[src/rtl/seq_line_pkg.sv]
// rtl/seq_line_pkg.sv - shared line constants and state encoding for the 110-marker serial link
package seq_line_pkg;

    // Frame marker, sent MSB first; the detector watches for this pattern
    localparam int SYNC_W = 3;
    localparam logic [SYNC_W-1:0] SYNC = 3'b110;

    typedef enum logic [2:0] {
        ST_IDLE = 3'd0,
        ST_SYNC = 3'd1,
        ST_DATA = 3'd2,
        ST_PAR  = 3'd3,
        ST_GAP  = 3'd4
    } line_state_e;

    // Counter width for values 0..n-1, never narrower than one bit
    function automatic int clog2_min1(input int n);
        return (n <= 1) ? 1 : $clog2(n);
    endfunction

endpackage

[src/rtl/bit_tick_gen.sv]
// rtl/bit_tick_gen.sv - bit-period divider producing a pulse on the last clk of each serial bit
module bit_tick_gen
    import seq_line_pkg::*;
#(
    parameter int CLKS_PER_BIT = 4
) (
    input  logic clk,
    input  logic rst,
    input  logic i_clr,
    output logic o_bit_end
);

    localparam int CW = clog2_min1(CLKS_PER_BIT);
    localparam logic [CW-1:0] LAST = CW'(CLKS_PER_BIT - 1);

    logic [CW-1:0] r_cnt;

    // Count clocks within a bit; held at zero while cleared, wraps after the last clk
    always_ff @(posedge clk) begin
        if (rst || i_clr) begin
            r_cnt <= '0;
        end else if (r_cnt == LAST) begin
            r_cnt <= '0;
        end else begin
            r_cnt <= r_cnt + 1'b1;
        end
    end

    assign o_bit_end = (r_cnt == LAST);

endmodule

[src/rtl/seq_frame_tx.sv]
// rtl/seq_frame_tx.sv - serial frame transmitter: sync marker, MSB-first payload, optional parity, idle gap
module seq_frame_tx
    import seq_line_pkg::*;
#(
    parameter int DATA_W       = 8,
    parameter int CLKS_PER_BIT = 4,
    parameter int PARITY_EN    = 1,
    parameter int GAP_BITS     = 2
) (
    input  logic              clk,
    input  logic              rst,
    input  logic [DATA_W-1:0] tx_data,
    input  logic              tx_valid,
    output logic              tx_ready,
    output logic              x_out,
    output logic              busy,
    output logic              frame_done
);

    // Bit counter must span the longest field of the frame
    localparam int MAX_SD = (SYNC_W > DATA_W) ? SYNC_W : DATA_W;
    localparam int MAX_B  = (MAX_SD > GAP_BITS) ? MAX_SD : GAP_BITS;
    localparam int BC_W   = clog2_min1(MAX_B);

    localparam logic [BC_W-1:0] SYNC_LAST = BC_W'(SYNC_W - 1);
    localparam logic [BC_W-1:0] DATA_LAST = BC_W'(DATA_W - 1);
    localparam logic [BC_W-1:0] GAP_LAST  = BC_W'(GAP_BITS - 1);

    line_state_e       r_state;
    logic [BC_W-1:0]   r_bit_cnt;
    logic [DATA_W-1:0] r_shreg;
    logic [SYNC_W-1:0] r_sync;
    logic              r_par;
    logic              r_x;
    logic              r_ready;
    logic              r_busy;

    logic w_bit_end;
    logic w_tick_clr;

    // The divider sits at zero in IDLE so the first bit after a handshake gets full length
    assign w_tick_clr = (r_state == ST_IDLE);

    bit_tick_gen #(
        .CLKS_PER_BIT(CLKS_PER_BIT)
    ) u_bit_tick_gen (
        .clk       (clk),
        .rst       (rst),
        .i_clr     (w_tick_clr),
        .o_bit_end (w_bit_end)
    );

    // Frame sequencer: each branch loads the next line bit so x_out changes on bit boundaries
    always_ff @(posedge clk) begin
        if (rst) begin
            r_state   <= ST_IDLE;
            r_bit_cnt <= '0;
            r_shreg   <= '0;
            r_sync    <= '0;
            r_par     <= 1'b0;
            r_x       <= 1'b0;
            r_ready   <= 1'b0;
            r_busy    <= 1'b0;
        end else begin
            case (r_state)
                ST_IDLE: begin
                    r_x       <= 1'b0;
                    r_busy    <= 1'b0;
                    r_ready   <= 1'b1;
                    r_bit_cnt <= '0;
                    if (tx_valid && r_ready) begin
                        r_shreg <= tx_data;
                        r_par   <= ^tx_data;
                        r_sync  <= SYNC << 1;
                        r_x     <= SYNC[SYNC_W-1];
                        r_state <= ST_SYNC;
                        r_busy  <= 1'b1;
                        r_ready <= 1'b0;
                    end
                end
                ST_SYNC: begin
                    if (w_bit_end) begin
                        if (r_bit_cnt == SYNC_LAST) begin
                            r_bit_cnt <= '0;
                            r_x       <= r_shreg[DATA_W-1];
                            r_shreg   <= r_shreg << 1;
                            r_state   <= ST_DATA;
                        end else begin
                            r_bit_cnt <= r_bit_cnt + 1'b1;
                            r_x       <= r_sync[SYNC_W-1];
                            r_sync    <= r_sync << 1;
                        end
                    end
                end
                ST_DATA: begin
                    if (w_bit_end) begin
                        if (r_bit_cnt == DATA_LAST) begin
                            r_bit_cnt <= '0;
                            if (PARITY_EN != 0) begin
                                r_x     <= r_par;
                                r_state <= ST_PAR;
                            end else begin
                                r_x     <= 1'b0;
                                r_state <= ST_GAP;
                            end
                        end else begin
                            r_bit_cnt <= r_bit_cnt + 1'b1;
                            r_x       <= r_shreg[DATA_W-1];
                            r_shreg   <= r_shreg << 1;
                        end
                    end
                end
                ST_PAR: begin
                    if (w_bit_end) begin
                        r_bit_cnt <= '0;
                        r_x       <= 1'b0;
                        r_state   <= ST_GAP;
                    end
                end
                ST_GAP: begin
                    if (w_bit_end) begin
                        if (r_bit_cnt == GAP_LAST) begin
                            r_bit_cnt <= '0;
                            r_state   <= ST_IDLE;
                            r_busy    <= 1'b0;
                            r_ready   <= 1'b1;
                        end else begin
                            r_bit_cnt <= r_bit_cnt + 1'b1;
                        end
                    end
                end
                default: begin
                    r_state   <= ST_IDLE;
                    r_bit_cnt <= '0;
                    r_x       <= 1'b0;
                    r_busy    <= 1'b0;
                    r_ready   <= 1'b0;
                end
            endcase
        end
    end

    // Decoded from registers only: high on the final clk of the final gap bit
    assign frame_done = (r_state == ST_GAP) && (r_bit_cnt == GAP_LAST) && w_bit_end;

    assign tx_ready = r_ready;
    assign x_out    = r_x;
    assign busy     = r_busy;

endmodule

[config.mk]
export PLATFORM = sky130hd
export DESIGN_NAME = seq_frame_tx
export DESIGN_NICKNAME = d
export VERILOG_FILES = /design/src/rtl/seq_line_pkg.sv /design/src/rtl/bit_tick_gen.sv /design/src/rtl/seq_frame_tx.sv
export SDC_FILE = /design/constraint.sdc
export NUM_CORES = 1
export LEC_CHECK = 0
export ABC_AREA = 0
export ABC_CLOCK_PERIOD_IN_PS = 2000
export BUFFER_PORTS_ARGS = -buffer_cell sky130_fd_sc_hd__buf_2
export CAP_MARGIN = 20
export CORE_ASPECT_RATIO = 0.75
export CORE_UTILIZATION = 25
export CTS_BUF_LIST = sky130_fd_sc_hd__clkbuf_16
export DETAILED_ROUTE_END_ITERATION = 10
export MAX_ROUTING_LAYER = met4
export PLACE_DENSITY = 0.47
export SYNTH_ARGS = -nofsm -noshare
export SYNTH_HDL_FRONTEND = slang
export SYNTH_SLANG_ARGS = --single-unit
[constraint.sdc]
create_clock -name clk -period 2 [get_ports clk]
set_clock_uncertainty 0.05 [all_clocks]
set_input_delay 0.1 -clock clk [delete_from_list [all_inputs] [get_ports clk]]
set_output_delay 0.1 -clock clk [all_outputs]
set_load 0.01 [all_outputs]
* After elaboration in Yosys (flattened, before gate mapping) *
Index checks and enable logic that the tools add are counted.

word-level totals
  bits in registers = 23
  word-level logic and storage cells = 89

cells by class
  add/sub/neg operators = 2
  equal/unequal tests = 18
  muxes and demuxes = 41
  bitwise operators = 2
  reduce and logical (&&, ||, !) cells = 17

operators by type and width
  kind                                                             number
  3-bit two-way mux                                                18
  8-bit two-way mux                                                5
  8-bit one-hot mux with 3 select lines                            1
  2-bit != test, second input constant                             10
  3-bit one-hot mux with 5 select lines                            1
  3-bit one-hot mux with 4 select lines                            1
  4-bit AND reduction                                              3
  1-bit two-way mux                                                11
  3-bit by 2-bit == test with 1-bit output, second input constant  3
  8-bit AND reduction                                              1
  8-bit XOR reduction                                              1
  3-bit by 1-bit == test with 1-bit output, second input constant  2
  3-bit == test, second input constant                             2
  1-bit one-hot mux with 3 select lines                            2
  3-bit one-hot mux with 2 select lines                            1
  6-bit AND reduction                                              1
  1-bit one-hot mux with 5 select lines                            1
  3-bit by 1-bit adder with 3-bit output, second input constant    1
  1-bit logical AND                                                3
  3-bit logical NOT                                                1
  3-bit AND reduction                                              1
  3-bit nonzero test                                               1
  3-bit OR reduction                                               1
  2-bit by 1-bit adder with 2-bit output, second input constant    1
  other kinds (6)                                                  7

* Logic depth before layout (Yosys ltp) *
Gate-level depths: netlist of the first run.

  word-level depth = 4
  depth in mapped cells = 6

* Modules after synthesis *
Synthesis of the first run repeated with hierarchy kept, for this count alone.

second synthesis, totals
  cell total of the unflattened synthesis = 142
  area total of the unflattened synthesis = 1,307.5 sq um

by module, submodules not included
  module        instances  cells an instance  area an instance (sq um)
  seq_frame_tx  1          137                1,227.4
  bit_tick_gen  1          5                  80.1

* Least setup slack after synthesis of the first run *
OpenSTA, ideal clock, no wires.

  path kind = register to register
  start point = register r_bit_cnt[0]
  end point = register r_state[1]
  data arrival time = 1.534 ns
  data required time = 1.829 ns
  slack = 0.294 ns
  stages on the path, launching flop included = 7
  buffers on the path = 0
  clock period less this slack = 1.706 ns
  path through = dfxtp_1 ha_1 ha_1 nor3b_1 a31oi_1 o211a_2 mux2_4

between the ends
  cells in the longest elaborated chain, start to end = 3
  elaborated cells on any way between the ends = 7
  classes of those cells = 6 x eq/ne; 1 x reduce/logical

ends and longest elaborated chain
  item                                                                    RTL line             text
  start, declared                                                         seq_frame_tx.sv:30   logic [BC_W-1:0] r_bit_cnt;
  start signal, assigned                                                  seq_frame_tx.sv:89   r_bit_cnt <= r_bit_cnt + 1'b1;
  start signal, assigned                                                  seq_frame_tx.sv:107  r_bit_cnt <= r_bit_cnt + 1'b1;
  start signal, assigned                                                  seq_frame_tx.sv:128  r_bit_cnt <= r_bit_cnt + 1'b1;
  3-bit by 1-bit == test with 1-bit output, or another cell as far along  seq_frame_tx.sv:122  if (r_bit_cnt == GAP_LAST) begin
  2-bit != test (no line)                                                 -
  8-bit AND reduction (no line) *                                         -
  end signal, assigned                                                    seq_frame_tx.sv:117  r_state <= ST_GAP;
  end signal, assigned                                                    seq_frame_tx.sv:124  r_state <= ST_IDLE;
  end signal, assigned                                                    seq_frame_tx.sv:133  r_state <= ST_IDLE;
  end, declared                                                           seq_frame_tx.sv:29   line_state_e r_state;

Mark *: on every way between the ends. The rest lies on a longest branch, timed or not.
A chain may end at the register's enable or synchronous reset.

* Final worst setup path of the first run *
  start point = register r_bit_cnt[0]
  end point = register r_shreg[0]

between the ends
  cells in the longest elaborated chain, start to end = 3
  elaborated cells on any way between the ends = 5
  classes of those cells = 4 x eq/ne; 1 x reduce/logical

ends and longest elaborated chain
  item                                                                       RTL line                                text
  3-bit == test or 3-bit by 2-bit == test with 1-bit output (tied branches)  seq_frame_tx.sv:97, seq_frame_tx.sv:83
  2-bit != test (no line)                                                    -
  6-bit AND reduction (no line) *                                            -
  end signal, assigned                                                       seq_frame_tx.sv:72                      r_shreg <= tx_data;
  end signal, assigned                                                       seq_frame_tx.sv:86                      r_shreg <= r_shreg << 1;
  end signal, assigned                                                       seq_frame_tx.sv:109                     r_shreg <= r_shreg << 1;
  end, declared                                                              seq_frame_tx.sv:31                      logic [DATA_W-1:0] r_shreg;

Marks and branches as above.

==> results.md, run 1 <==
* DP Wirelength at 2.75 mm
* RR Endpoint: r_shreg[0]$_SDFFE_PP0P_
* First-pass GRT wire length at 5.84 mm
* Top post-synthesis cells by area: dfxtp_1 (29%), o211a_1 (5.5%), ha_1 (4.3%), o2111ai_1 (4.2%), xnor2_1 (4.2%)
* Post-synth top area share at 0.289
* Worst setup SP type: flip-flop
* Leading area contributor after synthesis: dfxtp_1
* Endpoint of the worst hold path: r_shreg[0]$_SDFFE_PP0P_
* Initial antenna violation count at 0
* Root Driver: clkbuf_16
* Pre-antenna DRT Iters at 4
* Total CTS buffers at 3
* Fillers at 596
* WHS Path Cells at 3
* Post-CTS Setup Bufs at 0
* Tot Pwr at 1820 uW
* Crit path largest cell delay at about 0.34 ns
* Mapped Nets at 176
* GR Overflow Total at 0
* Metal2 WL at 1.42 mm
* Ports at 15
* HP Class: input pin to flip-flop
* Critical Path, Cell by Cell: ha_1 > ha_1 > nand3b_1 > a21oi_2 > o21a_2 > o32ai_1
* Area delta synth->final at 18.8%
* WL final at 3.58 mm
* Util after Layout at 0.316
* All-Layer GR Usage at 0.126
* P per Cell Area at approximately 1100 nW/um^2
* Die ar. at 6130 um^2
* Diode count at 0
* Clock sink count at 21
* Post-CTS sizing at 0
* R2R setup slack at 0.14 ns
* GPL Wtd Cong at 0.762
* Via count at 1294
* Top Layer Used: met4
* Cells after Synth at 160
* Critical Path RT at 2.08 ns
* WP data arrival at 1.94 ns
* Clock buffer depth at 2
* Final ANT Viol Nets at 0
* Final Hold Viols at 0
* Ys async rst share at 0
* Cell leakage power at 0.000698 uW
* Share of cells above drive strength 1 at 0.254
* Routed wire length per instance at 14.0 um
* Yosys Warn Count at 0
* Period utilization at 0.928
* Status: complete, no violations
* Worst ir drop on vdd at 431 uV
* Crit path time final at 1.86 ns
* Hold path startpoint: tx_data[0]
* Max-Slew Margin vs Limit at 0.655
* Max Cap Violations at 0
* M1 WL at 1.93 mm
* Largest net degree at the start of global routing at 16
* Worst setup EP type: flip-flop
* EDFF count, synth at 0
* F_max at 0.539 GHz
* Vias in the first global route at 1118
* RSZ-0062 raised after global routing: false
* Clk Latency, worst-skew pair at 0.25 ns
* Worst-margin pin slew at 0.514 ns
* Port bufs at 14
* Worst Setup Path Type: flip-flop to flip-flop
* Synth Flop Type: dfxtp_1
* Syn Area/Cell at 9.09 um^2
* Crit path top cell by count: ha_1
* Core Region at 5470 um^2
* Final slew viol count at 0
* Post-synthesis cell area at 1460 um^2
* Distinct cells, synth at between 50 and 60
* CTS tree: done
* Synth Register Bits at 21
* Initial Utilization at 0.266
* Met3 WL post-DR at 209 um
* Hold_buf cts at 0
* Peak fanout along the critical path at 8
* Reg-to-reg critical path startpoint: r_bit_cnt[0]$_SDFFE_PP0P_
* H-Tree Level Count at 1
* Nets@finish at 198
* Post-synthesis sequential area ratio at 0.289
* Slowest cell on crit path: a21oi_2
* Setup-failing EPs final at 0
* Die width at 90.1 um
* Detailed Route Iter0 Violations at 112
* Worst Reg-to-Reg Cells at 6
* FP Rows at 23
* Vias per cell at 5.05
* # DRC at 0
* Die height at 68.1 um
* Clock-pin transition on the worst setup and hold timing paths at 0.06 ns
* Final TNS setup at 0 ns
-- Yosys cell counts, types with 3 or more instances --
cell type,count
nor2_1,6
xnor2_1,7
nand3b_1,3
o21ai_0,11
o211a_1,8
mux2i_1,4
buf_6,4
ha_1,5
dfxtp_1,21
nand2_1,7
nor3_1,3
buf_2,5
nand3_1,10
inv_1,8
o2111ai_1,7
nor4_1,3
-- routing by layer --
| layer | global-route usage | up-vias |
|---|---|---|
| li1 | - | 651 |
| met1 | 0.191 | 610 |
| met2 | 0.167 | 31 |
| met3 | 0.0267 | 2 |
| met4 | 0.0242 | 0 |
| met5 | - | - |
-- worst max-delay path: cells and delay by family, from the launching register on --
family          cells  cell delay (ns)
fa+ha+maj           2             0.45
simple gates        1             0.19
flops               1             0.33
compound gates      3             0.71
-- worst max path at each step --
stage	from	slack (ns)	cells past startpoint	end
final	r_bit_cnt[0]$_SDFFE_PP0P_	0.14	6	r_shreg[0]$_SDFFE_PP0P_
after global routing	r_bit_cnt[0]$_SDFFE_PP0P_	0.001	6	r_shreg[0]$_SDFFE_PP0P_
after CTS	r_bit_cnt[0]$_SDFFE_PP0P_	0.14	6	r_shreg[0]$_SDFFE_PP0P_
after detailed placement	r_bit_cnt[0]$_SDFFE_PP0P_	0.16	6	r_state[1]$_SDFFE_PP0P_
after global placement	r_bit_cnt[0]$_SDFFE_PP0P_	0.18	6	r_shreg[0]$_SDFFE_PP0P_
after floorplan	r_bit_cnt[0]$_SDFFE_PP0P_	0.29	6	r_state[1]$_SDFFE_PP0P_
-- area by class of cell --
cell class | count | area, um^2 | area share
clock buffer | 3 | 75.1 | 0.0434
clock inverter | 1 | 7.51 | 0.00434
inverter | 9 | 33.8 | 0.0195
multi-input combinational | 119 | 923 | 0.534
sequential | 21 | 420 | 0.243
tap | 75 | 93.8 | 0.0543
timing repair buffer | 28 | 175 | 0.101
-- cell families (layout without fill, tap and decap cells) --
group	Yosys count	in the layout	synth area share
XOR/XNOR	10	10	0.0783
buffers and inverters	20	41	0.0765
flip-flops	21	21	0.289
AND/OR/NAND/NOR	46	46	0.186
AO/OA/AOI/OAI	53	53	0.290
adder cells (fa/ha/maj)	5	5	0.0430
multiplexers	5	5	0.0378
-- cell usage in the layout, fill, tap and decap left out, drive strengths merged, types with 5 or more instances in the layout --
master | netlist | final
nand2 | 7 | 7
nor2 | 7 | 7
buf | 10 | 28
xnor2 | 8 | 8
o2111ai | 7 | 7
inv | 8 | 8
nand3 | 10 | 10
o211a | 9 | 9
dfxtp | 21 | 21
ha | 5 | 5
o21ai | 13 | 13
-- power by group --
part	switching [uW]	internal (uW)
clock network	161	271
registers	69.8	497
logic	454	370
total	685	1140
-- through the flow --
step	std cells	hold slack (ns)	worst slack, ns	instance area, um^2
2_1_floorplan	160	0.194	0.294	1460
3_3_place_gp	252	0.356	0.184	1650
3_5_place_dp	252	0.363	0.160	1650
4_1_cts	256	0.0956	0.143	1730
5_1_grt	256	0.114	0.00146	1730
6_report	256	0.0950	0.144	1730
-- flip-flops by register name (all words and copies together), names as in the netlist --
name and cells:
r_shreg 8, r_bit_cnt 3, r_state 3, u_bit_tick_gen.r_cnt 2, busy 1, r_par 1
r_sync 1, tx_ready 1, x_out 1
No activity file was read; power rests on OpenSTA's default activity.
==> run 2, diff against run 1 <==
--- a/config.mk
+++ b/config.mk
@@ -15,6 +15,7 @@
 export DETAILED_ROUTE_END_ITERATION = 10
 export MAX_ROUTING_LAYER = met4
 export PLACE_DENSITY = 0.47
+export RECOVER_POWER = 50
 export SYNTH_ARGS = -nofsm -noshare
 export SYNTH_HDL_FRONTEND = slang
 export SYNTH_SLANG_ARGS = --single-unit
==> run 2 against run 1 <==
Clock power decreased by 0.9%; highest routed layer unchanged; sequential share of layout area increased by 0.30 points; maximum frequency grew 0.30%; die area did not move; global-route usage stayed put; critical endpoint unchanged.
==> results.md, run 2 (synthesis gave the netlist of run 1 again) <==
* Status: complete, no violations
* Core Region at 5470 um^2 (unchanged)
* First-pass GRT wire length at 5.84 mm (unchanged)
* GR Overflow Total at 0 (unchanged)
* Root Driver: clkbuf_16
* Critical Path RT at 2.08 ns (about the same)
* Commonest non-fill, non-tap cell in the layout: dfxtp_1
* All-Layer GR Usage at 0.126 (unchanged)
* Post-CTS sizing at 0 (unchanged)
* Util after Layout at 0.312 (-0.00389)
* Detailed Route Iter0 Violations at 105 (-6.3%)
* Max-Slew Margin vs Limit at 0.654 (about the same)
* Via count at 1289 (-0.39%)
* Vias in the first global route at 1118 (unchanged)
* Final slew viol count at 0 (unchanged)
* Worst-margin pin slew at 0.515 ns (+0.000713 ns)
* Final ANT Viol Nets at 0 (unchanged)
* Worst setup SP type: flip-flop
* HP Class: input pin to flip-flop
* WP data arrival at 1.93 ns (about the same)
* H-Tree Level Count at 1 (unchanged)
* Worst ir drop on vdd at 425 uV (-1.5%)
* Ports at 15 (unchanged)
* P per Cell Area at 1040 nW/um^2 (-1.0%)
* Port bufs at 14 (unchanged)
* Clk Latency, worst-skew pair at 0.25 ns (about the same)
* Routed wire length per instance at 13.9 um (-0.78%)
* GPL Wtd Cong at 0.762 (unchanged)
* Clock buffer depth at 2 (unchanged)
* Hold_buf cts at 0 (unchanged)
* Crit path time final at 1.85 ns (-0.00564 ns)
* Initial antenna violation count at 0 (unchanged)
* Largest regs: r_shreg: 8 flops, r_bit_cnt: 3 flops, r_state: 3 flops
* Worst Setup Path Type: flip-flop to flip-flop
* Worst setup EP type: flip-flop
* Clock-pin transition on the worst setup and hold timing paths at 0.06 ns (about the same)
* Total CTS buffers at 3 (unchanged)
* Clock sink count at 21 (unchanged)
* # DRC at 0 (unchanged)
* Cell leakage power at 0.000677 uW (-3.1%)
* Area delta synth->final at 17.4%
* F_max at 0.541 GHz (+0.30%)
* RSZ-0062 raised after global routing: false
* Max Cap Violations at 0 (unchanged)
* Largest Register: r_shreg
* Diode count at 0 (unchanged)
* Most frequent cells in the layout: dfxtp_1 (21), o21ai_0 (11), buf_2 (11), nand3_1 (10), buf_4 (10)
* Largest net degree at the start of global routing at 16 (unchanged)
* Final Hold Viols at 0 (unchanged)
* Share of cells above drive strength 1 at 0.221 (-0.0331)
* Slowest cell on crit path: a21oi_2
* DP Wirelength at 2.75 mm (unchanged)
* Vias per cell at 5.04 (-0.39%)
* CTS tree: done
* Largest register FFs at 8 (unchanged)
* WL final at 3.55 mm (-0.78%)
* Largest delay share family, worst path: compound AO/OA/AOI/OAI gates
* Die height at 68.1 um (unchanged)
* FP Rows at 23 (unchanged)
* Crit path top cell by count: ha_1
* Peak fanout along the critical path at 8 (unchanged)
* Die width at 90.1 um (unchanged)
* Initial Utilization at 0.266 (unchanged)
* Period utilization at 0.925 (-0.00282)
* Setup-failing EPs final at 0 (unchanged)
* Critical Path, Cell by Cell: ha_1 > ha_1 > nand3b_1 > a21oi_2 > o21a_2 > o32ai_1
* Die ar. at 6130 um^2 (unchanged)
* Nets@finish at 198 (unchanged)
* Final TNS setup at 0 ns (unchanged)
* Crit path largest cell delay at 0.34 ns (about the same)
* Buffers & Inverters on Critical Path at 0 (unchanged)
* Post-CTS Setup Bufs at 0 (unchanged)
* Pre-antenna DRT Iters at 4 (unchanged)
run 2: path summary, 6_finish.rpt:
kind / startpoint / to / slack (ns) / cells past startpoint
min: tx_data[0] / r_shreg[0]$_SDFFE_PP0P_ / 0.1 / 3
min reg2reg: u_bit_tick_gen.r_cnt[0]$_SDFF_PP0_ / u_bit_tick_gen.r_cnt[0]$_SDFF_PP0_ / 0.39 / 1
max reg2reg: r_bit_cnt[0]$_SDFFE_PP0P_ / r_shreg[0]$_SDFFE_PP0P_ / 0.15 / 6
max: r_bit_cnt[0]$_SDFFE_PP0P_ / r_shreg[0]$_SDFFE_PP0P_ / 0.15 / 6
run 2: metal layers:
metal  up-vias  wire length (um)  share of wire  GRT usage
li1        654                 -              -          -
met1       598              1900           0.53      0.191
met2        35              1410           0.40      0.167
met3         2               224          0.063     0.0267
met4         0                17         0.0048     0.0242
met5         -                 0              0          -
run 2: layout make-up:
| type | instances | area [um^2] |
|---|---|---|
| fillers | 604 | 3760 |
| repair buffers | 28 | 159 |
| well taps | 75 | 93.8 |
| clock buffers | 3 | 75.1 |
| clock inverters | 1 | 7.51 |
| inverters | 9 | 33.8 |
| flip-flops and latches | 21 | 420 |
| multi-input cells | 119 | 918 |
run 2: power breakdown:
group          total (uW)  internal [uW]  switching [uW]
logic                 789            341             448
registers             566            497            68.7
clock network         428            270             157
total                1780           1110             674
run 2: worst min-delay path, cell delays in order:
cell and delay [ns]:
buf_2 0.12, nand2_1 0.07, o32ai_1 0.06
run 2: metrics by stage:
step	setup slack, ns	power, uW	hold slack (ns)	instances	instance area (um^2)
6_report	0.150	1780	0.0982	256	1710
5_1_grt	0.00153	1900	0.114	256	1710
4_1_cts	0.143	1820	0.0956	256	1730
3_5_place_dp	0.160	1390	0.363	252	1650
3_3_place_gp	0.184	1400	0.356	252	1650
2_1_floorplan	0.294	1180	0.194	160	1460
==> run 3, diff against run 2 <==
--- a/config.mk
+++ b/config.mk
@@ -9,7 +9,7 @@
 export ABC_CLOCK_PERIOD_IN_PS = 2000
 export BUFFER_PORTS_ARGS = -buffer_cell sky130_fd_sc_hd__buf_2
 export CAP_MARGIN = 20
-export CORE_ASPECT_RATIO = 0.75
+export CORE_ASPECT_RATIO = 0.6
 export CORE_UTILIZATION = 25
 export CTS_BUF_LIST = sky130_fd_sc_hd__clkbuf_16
 export DETAILED_ROUTE_END_ITERATION = 10
==> run 3 against run 2 <==
Worst setup slack worse by 0.018 ns; critical endpoint unchanged; sequential share of layout area down 0.73 points; utilization up 0.22 points; non-clock buffer count up 3; highest routed layer is now met3; clock power down 1%; cell count up 3.1%.
==> results.md, run 3 (synthesis gave the netlist of run 1 again) <==
* Comb pwr share at 0.450 (+0.008)
* Setup-failing EPs final at 0 (unchanged)
* Vias per cell at 4.83 (-4.1%)
* Commonest non-fill, non-tap cell in the layout: dfxtp_1
* Detailed Route Iter0 Violations at 110 (+4.8%)
* Crit path top cell by count: ha_1
* H-Tree Level Count at 1 (unchanged)
* GPL Wtd Cong at 0.820 (+7.7%)
* Util after Layout at 0.315 (+0.00220)
* Final TNS setup at 0 ns (unchanged)
* Crit path largest cell delay at 0.33 ns (about the same)
* GR Overflow Total at 0 (unchanged)
* GR Util met3 at 0.0352 (+0.00852)
* Area delta synth->final at 21.0%
* Peak fanout along the critical path at 8 (unchanged)
* Largest Register: r_shreg
* Worst-margin pin slew at 0.459 ns (-0.0556 ns)
* Slowest cell on crit path: dfxtp_1
* Vias in the first global route at 1133 (+1.3%)
* Die width at 100 um (+12%)
* Hold path startpoint: tx_data[0]
* Critical Path, Cell by Cell: ha_1 > ha_1 > nand3b_1 > a21oi_4 > o21a_2 > o32ai_1
* Cell leakage power at 0.000703 uW (+3.8%)
* Net Sw Frac at 0.379 (+0.000682)
* WP data arrival at 1.95 ns (+0.02 ns)
* FP Rows at 21 (-8.7%)
* Reg-to-reg critical path startpoint: r_bit_cnt[0]$_SDFFE_PP0P_
* Nets@finish at 201 (+1.5%)
* Clock buffer depth at 2 (unchanged)
* F_max at 0.535 GHz (-0.98%)
* Pre-antenna DRT Iters at 5 (+1)
* R2R setup slack at 0.13 ns (-0.02 ns)
* Max Cap Violations at 0 (unchanged)
* Routed wire length per instance at 14.6 um (+5.0%)
* Initial antenna violation count at 0 (unchanged)
* Via count at 1275 (-1.1%)
* Share of cells above drive strength 1 at 0.228 (+0.00727)
* Worst Setup Path Type: flip-flop to flip-flop
* WL final at 3.85 mm (+8.2%)
* Most frequent cells in the layout: dfxtp_1 (21), buf_4 (15), o21ai_0 (11), nand3_1 (10), buf_2 (10)
* Critical Path RT at 2.08 ns (about the same)
* Status: complete, no violations
* Worst setup EP type: flip-flop
* Routing usage on met1 at 0.229 (+0.0384)
* Initial Utilization at 0.260 (-0.00613)
* Tot Pwr at 1830 uW (+2.9%)
* RR Endpoint: r_shreg[0]$_SDFFE_PP0P_
* Fillers at 602 (-0.33%)
* Internal power at 1140 uW (+2.8%)
* P per Cell Area at 1040 nW/um^2 (-0.14%)
* Largest regs: r_shreg: 8 flops, r_bit_cnt: 3 flops, r_state: 3 flops
* Die height at 61.1 um (-10%)
* First-pass GRT wire length at 6.20 mm (+6.0%)
* Largest net degree at the start of global routing at 23 (+7)
* Clock power share at 0.230 (-0.010)
* Max-Slew Margin vs Limit at 0.691 (+0.0373)
* Worst Reg-to-Reg Cells at 6 (unchanged)
* Core Region at 5600 um^2 (+2.4%)
* NetSw at 695 uW (+3.1%)
* Clock-pin transition on the worst setup and hold timing paths at 0.06 ns (about the same)
* Clock sink count at 21 (unchanged)
* Final Hold Viols at 0 (unchanged)
* Clk Latency, worst-skew pair at 0.25 ns (about the same)
* All-Layer GR Usage at 0.139 (+0.0128)
* Endpoint of the worst hold path: r_shreg[0]$_SDFFE_PP0P_
* Final ANT Viol Nets at 0 (unchanged)
* Sequential share of power at 0.320 (+0.003)
* RSZ-0062 raised after global routing: false
* Largest register FFs at 8 (unchanged)
* Hold_buf cts at 0 (unchanged)
* Crit path time final at 1.87 ns (+0.0183 ns)
* Total CTS buffers at 3 (unchanged)
* Port bufs at 14 (unchanged)
* Root Driver: clkbuf_16
* WHS Path Cells at 3 (unchanged)
* # DRC at 0 (unchanged)
* HP Class: input pin to flip-flop
* Worst setup SP type: flip-flop
* DP Wirelength at 2.89 mm (+5.1%)
* Worst ir drop on vdd at 389 uV (-8.5%)
* Period utilization at 0.934 (+0.00917)
* Diode count at 0 (unchanged)
* Busiest metal layer after global routing: met1
* Final slew viol count at 0 (unchanged)
* Die ar. at 6140 um^2 (+0.11%)
* CTS tree: done
* Ports at 15 (unchanged)
* Met2 GRT Util at 0.157 (-0.0104)
run 3: power by group through the flow:
stage | combinational, uW | sequential (uW) | clock [uW]
6_report | 826 | 587 | 422
5_1_grt | 909 | 598 | 454
4_1_cts | 824 | 579 | 433
3_5_place_dp | 820 | 588 | 0
3_3_place_gp | 831 | 589 | 0
2_1_floorplan | 629 | 550 | 0
run 3: repair_timing:
| action | in CTS | in global routing |
|---|---|---|
| endpoints found under the setup margin | 0 | 8 |
| gates resized for setup | 0 | 1 |
| setup buffers | 0 | 0 |
run 3: cell type report:
cell class | count | area (um^2) | share of cell area
multi-input combinational | 119 | 926 | 0.526
sequential | 21 | 420 | 0.239
timing repair buffer | 31 | 201 | 0.114
tap | 80 | 100 | 0.0569
clock buffer | 3 | 75.1 | 0.0426
inverter | 9 | 33.8 | 0.0192
clock inverter | 1 | 3.75 | 0.00213
run 3: how the worst max path moves through the flow:
stage | startpoint | endpoint | slack, ns | cells after the start
floorplan | r_bit_cnt[0]$_SDFFE_PP0P_ | r_state[1]$_SDFFE_PP0P_ | 0.29 | 6
global placement | r_bit_cnt[0]$_SDFFE_PP0P_ | r_shreg[0]$_SDFFE_PP0P_ | 0.13 | 6
detailed placement | r_bit_cnt[0]$_SDFFE_PP0P_ | r_shreg[0]$_SDFFE_PP0P_ | 0.12 | 6
CTS | r_bit_cnt[0]$_SDFFE_PP0P_ | r_shreg[5]$_SDFFE_PP0P_ | 0.11 | 6
global route | r_bit_cnt[1]$_SDFFE_PP0P_ | r_shreg[0]$_SDFFE_PP0P_ | 0.03 | 6
finish | r_bit_cnt[0]$_SDFFE_PP0P_ | r_shreg[0]$_SDFFE_PP0P_ | 0.13 | 6
run 3: through the flow:
| stage | setup WS [ns] | cell area, um^2 | instances | hold slack [ns] |
|---|---|---|---|---|
| floorplan | 0.294 | 1460 | 160 | 0.194 |
| global placement | 0.134 | 1690 | 260 | 0.339 |
| detailed placement | 0.117 | 1690 | 260 | 0.348 |
| CTS | 0.105 | 1770 | 264 | 0.0796 |
| global route | 0.0296 | 1760 | 264 | 0.0894 |
| finish | 0.132 | 1760 | 264 | 0.0853 |
run 3: layer usage:
layer / vias to the layer above / routed length, um
li1: 657 / -
met1: 596 / 2290
met2: 22 / 1360
met3: 0 / 197
met4: 0 / 0
met5: - / 0
run 3: critical path: cells and delay by family, from the launching register on:
kind	cells	cell delay [ns]
AND/OR/NAND/NOR	1	0.24
adder cells (fa/ha/maj)	2	0.44
AO/OA/AOI/OAI	3	0.69
flip-flops	1	0.33
